File: src/rtl/genie_pkt_fifo.sv
// rtl/genie_pkt_fifo.sv - elastic valid/ready/eop packet FIFO (store-and-forward via GENIE_PKT_FIFO_STORE_FWD_EN)
module genie_pkt_fifo #(
  parameter int WIDTH = 1,
  parameter int DEPTH = 4
) (
  input  logic                       clk,
  input  logic                       reset_n,
  input  logic [WIDTH-1:0]           i_data,
  input  logic                       i_valid,
  output logic                       o_ready,
  input  logic                       i_eop,
  output logic [WIDTH-1:0]           o_data,
  output logic                       o_valid,
  input  logic                       i_ready,
  output logic                       o_eop,
  output logic [$clog2(DEPTH+1)-1:0] o_count
);

  localparam int AW = $clog2(DEPTH);
  localparam int CW = $clog2(DEPTH+1);
  localparam logic [CW-1:0] FULL_CNT = CW'(DEPTH);
  localparam logic [CW-1:0] CNT_ONE  = CW'(1);
  localparam logic [AW-1:0] PTR_ONE  = AW'(1);

  logic [AW-1:0] wr_ptr;
  logic [AW-1:0] rd_ptr;
  logic [CW-1:0] count;
  logic          wr_en;
  logic          rd_en;
  logic          eop_mem [DEPTH];

  // Ready comes only from registered occupancy, gated low while reset is held.
  assign o_ready = reset_n && (count != FULL_CNT);
  assign wr_en   = i_valid && o_ready;
  assign rd_en   = o_valid && i_ready;
  assign o_count = count;
  assign o_eop   = eop_mem[rd_ptr];

  // Pointers wrap naturally because DEPTH is a power of two; count tracks occupancy.
  always_ff @(posedge clk or negedge reset_n) begin
    if (!reset_n) begin
      wr_ptr <= '0;
      rd_ptr <= '0;
      count  <= '0;
    end else begin
      if (wr_en) wr_ptr <= wr_ptr + PTR_ONE;
      if (rd_en) rd_ptr <= rd_ptr + PTR_ONE;
      case ({wr_en, rd_en})
        2'b10:   count <= count + CNT_ONE;
        2'b01:   count <= count - CNT_ONE;
        default: count <= count;
      endcase
    end
  end

  // Eop storage is deliberately not reset; occupancy alone decides what is valid.
  always_ff @(posedge clk) begin
    if (wr_en) eop_mem[wr_ptr] <= i_eop;
  end

  generate
    if (WIDTH > 0) begin : g_data
      logic [WIDTH-1:0] data_mem [DEPTH];
      // Data storage written alongside eop; head read out fall-through style.
      always_ff @(posedge clk) begin
        if (wr_en) data_mem[wr_ptr] <= i_data;
      end
      assign o_data = data_mem[rd_ptr];
    end else begin : g_nodata
      assign o_data = '0;
    end
  endgenerate

`ifdef GENIE_PKT_FIFO_STORE_FWD_EN
  logic [CW-1:0] pkt_count;

  // Number of complete packets held; a full buffer also releases output so long packets cannot deadlock.
  always_ff @(posedge clk or negedge reset_n) begin
    if (!reset_n) begin
      pkt_count <= '0;
    end else begin
      case ({wr_en && i_eop, rd_en && o_eop})
        2'b10:   pkt_count <= pkt_count + CNT_ONE;
        2'b01:   pkt_count <= pkt_count - CNT_ONE;
        default: pkt_count <= pkt_count;
      endcase
    end
  end

  assign o_valid = (count != '0) && ((pkt_count != '0) || (count == FULL_CNT));
`else
  assign o_valid = (count != '0);
`endif

endmodule
File: config.mk
export PLATFORM = sky130hd
export DESIGN_NAME = genie_pkt_fifo
export DESIGN_NICKNAME = d
export VERILOG_FILES = /design/src/rtl/genie_pkt_fifo.sv
export SDC_FILE = /design/constraint.sdc
export NUM_CORES = 1
export LEC_CHECK = 0
export CAP_MARGIN = 20
export CELL_PAD_IN_SITES_DETAIL_PLACEMENT = 1
export CELL_PAD_IN_SITES_GLOBAL_PLACEMENT = 1
export CORE_UTILIZATION = 25
export DETAILED_ROUTE_END_ITERATION = 10
export GPL_TIMING_DRIVEN = 0
export HOLD_SLACK_MARGIN = 0.15
export PLACE_DENSITY_LB_ADDON = 0.1
export SLEW_MARGIN = 10
export SYNTH_ARGS = -nofsm -noshare
export SYNTH_HDL_FRONTEND = slang
export SYNTH_SLANG_ARGS = --single-unit
File: constraint.sdc
create_clock -name clk -period 3.74 [get_ports clk]
set_clock_uncertainty 0.05 [all_clocks]
set_input_delay 0.561 -clock clk [delete_from_list [all_inputs] [get_ports clk]]
set_output_delay 0.561 -clock clk [all_outputs]
set_load 0.02 [all_outputs]
==> impl_metrics.yaml <==
worst_hold_path:
  hold_depth: 1
  hp-class: "flip-flop to flip-flop"
floorplan:
  ios: 13
  row_count: 19
  start_util: 0.2645
  die_h_um: 56.02
  die_area_um2: 3138
  coreArea_um2: 2758
  die_w_um: 56.02
critical_path:
  start_kind: "input pin"
  reg2reg_to: "o_count[2]"
  r2r_setup_slack_ns: 1.73
  worstReg2RegStart: "o_count[0]"
  cp-end-kind: "output pin"
  path_class: "input pin to output pin"
  reg2reg_depth: 9
  arrival_ns: 2.12
  critical_path.endpoint: "o_ready"
  cp.required_ns: 3.13
  crit_path_start: "reset_n"
  worstPathMaxFanout: 9
logic_synthesis:
  ys_warn_count: 0
  syn_area_um2: 729.5
  synth_fp_nets: 61
  syn_inst: 49
  yosysSeqAreaShare: 0.5695
  ys_ff_latch: 15
  avgSynthCellArea_um2: 14.89
  synth_cell_types: 19
global_routing:
  antenna_found_initial: 0
  grt_pass1_vias: 435
  overflow: 0
  grt_pass1_wl_um: 2111
  grt.total_usage: 0.09381
  grt_max_degree: 10
cts:
  numCtsBuffers: 3
  cts.sinks: 15
  post_cts_buffers: 0
  hold_buffers: 0
  clock_path_buffers: 2
  clk-insertion-delay-late_ns: 0.29
  cts_tree: "yes"
  htreeDepth: 1
  clkTransAtPathRegs_ns: 0.09
  cts_resized: 0
  cts-root-buf: "clkbuf_4"
pwr:
  leakage_nw: 0.3695
  design_power_total_uw: 691.3
  p_per_area_nw_per_um2: 754.8
  ir_drop_mv: 0.2777
timing:
  timing.fmax_mhz: 366.0
  fin_tns_setup_ns: 0
  finalHoldViolCount: 0
  fin_crit_sh: 0.7305
  slew_viol_final: 0
  rsz0062_at_grt: "false"
  relSlewSlack: 0.7262
  fin_crit_ns: 2.732
  finalSetupViolCount: 0
  worstMarginPinSlew_ns: 0.4095
route:
  drtPass1Iterations: 3
  drt-initial-drc-count: 5
  ant_nets: 0
  vias_per_cell: 4.125
  drc: 0
  wirelength_um: 1219
  avgRoutedWirePerCell_um: 12.70
  vias: 396
place:
  dpl.hpwl_um: 968
  port_buffers: 12
  gp_congestion: 0.6334
job:
  cap_violations: 0
finish:
  num_antenna_cells: 0
  final_cell_mix: "clkdlybuf4s50_1, edfxtp_1, dfrtp_1"
  layout.nets: 78
  layout-drive-gt1-share: 0.2000
  syn_to_final_growth_pct: 25.56
  final_common_cell: "clkdlybuf4s50_1"
outcome:
  run_status: "finished, final reports clean"
flip-flops by register name, summed over array words and instances (netlist names):
| signal | cells |
|---|---|
| wr_ptr | 2 |
| o_count | 3 |
| rd_ptr | 2 |
| eop_mem | 4 |
| g_data.data_mem | 4 |
per-layer routing:
layer | global-route usage | vias up | part of all wire
li1 | - | 198 | -
met2 | 0.1327 | 8 | 0.45
met1 | 0.1185 | 187 | 0.48
met3 | 0.04884 | 3 | 0.050
met5 | 0 | - | 0
met4 | 0.04181 | 0 | 0.014
where the power goes:
group / leakage (nW) / switching [mW] / internal (mW) / total (mW)
Sequential: 0.154 / 0.0604 / 0.226 / 0.286
Combinational: 0.198 / 0.146 / 0.165 / 0.311
Clock: 0.0177 / 0.0548 / 0.0398 / 0.0946
cell families (layout without fill, tap and decap cells):
family          after synthesis  after routing  share of synthesized area
compound gates                3              3                    0.04632
xor+xnor                      6              6                    0.07205
fa+ha+maj                     6              6                     0.1132
buf+inv                       6             22                    0.03087
flops                        15             15                     0.5695
mux                           4              4                    0.09605
simple gates                  9              9                    0.07204
through the flow:
| stage | cell area [µm²] | setup slack (ns) | std cells | hold slack, ns | util |
|---|---|---|---|---|---|
| finish | 915.9 | 1.008 | 96 | 0.4865 | 0.3321 |
| global route | 915.9 | 0.8645 | 96 | 0.5084 | 0.3321 |
| CTS | 915.9 | 0.9635 | 96 | 0.4948 | 0.3321 |
| detailed placement | 888.4 | 0.9088 | 92 | 0.4791 | 0.3221 |
| global placement | 888.4 | 0.9291 | 92 | 0.4737 | 0.3221 |
| floorplan | 729.5 | 1.821 | 49 | 0.2154 | - |
layout make-up:
cell class              count  area, µm²
fillers                   305       1842
flip-flops and latches     15      415.4
multi-input cells          28      291.5
repair buffers             12      120.1
well taps                  31      38.79
clock buffers               3      22.52
inverters                   6      22.52
clock inverters             1      5.005
worst max-delay path, cell delays in order:
cell	delay [ns]
clkdlybuf4s50_1	0.72
a21boi_0	0.22
clkdlybuf4s50_1	0.62
synthesized netlist by cell type (all sizes together):
master,number,area (µm²)
a21boi,1,7.510
a21oi,1,16.27
and2,4,27.52
dfrtp,7,175.2
edfxtp,8,240.2
fa,1,20.02
ha,5,62.56
inv,6,22.52
mux2,1,15.01
mux2i,1,10.01
mux4,2,45.04
nand2,2,7.510
nor2,2,10.01
o31a,1,10.01
or3,1,7.510
xnor2,3,26.28
xor2,3,26.28
worst min path at each step:
| stage | start | slack [ns] | endpoint |
|---|---|---|---|
| 2_1_floorplan | reset_n | 0.22 | o_count[0] |
| 3_3_place_gp | rd_ptr[1] | 0.47 | rd_ptr[1] |
| 3_5_place_dp | rd_ptr[1] | 0.48 | rd_ptr[1] |
| 4_1_cts | rd_ptr[1] | 0.49 | rd_ptr[1] |
| 5_1_grt | reset_n | 0.51 | rd_ptr[0] |
| 6_report | rd_ptr[1] | 0.49 | rd_ptr[1] |
Power figures use the tool's default switching activity.
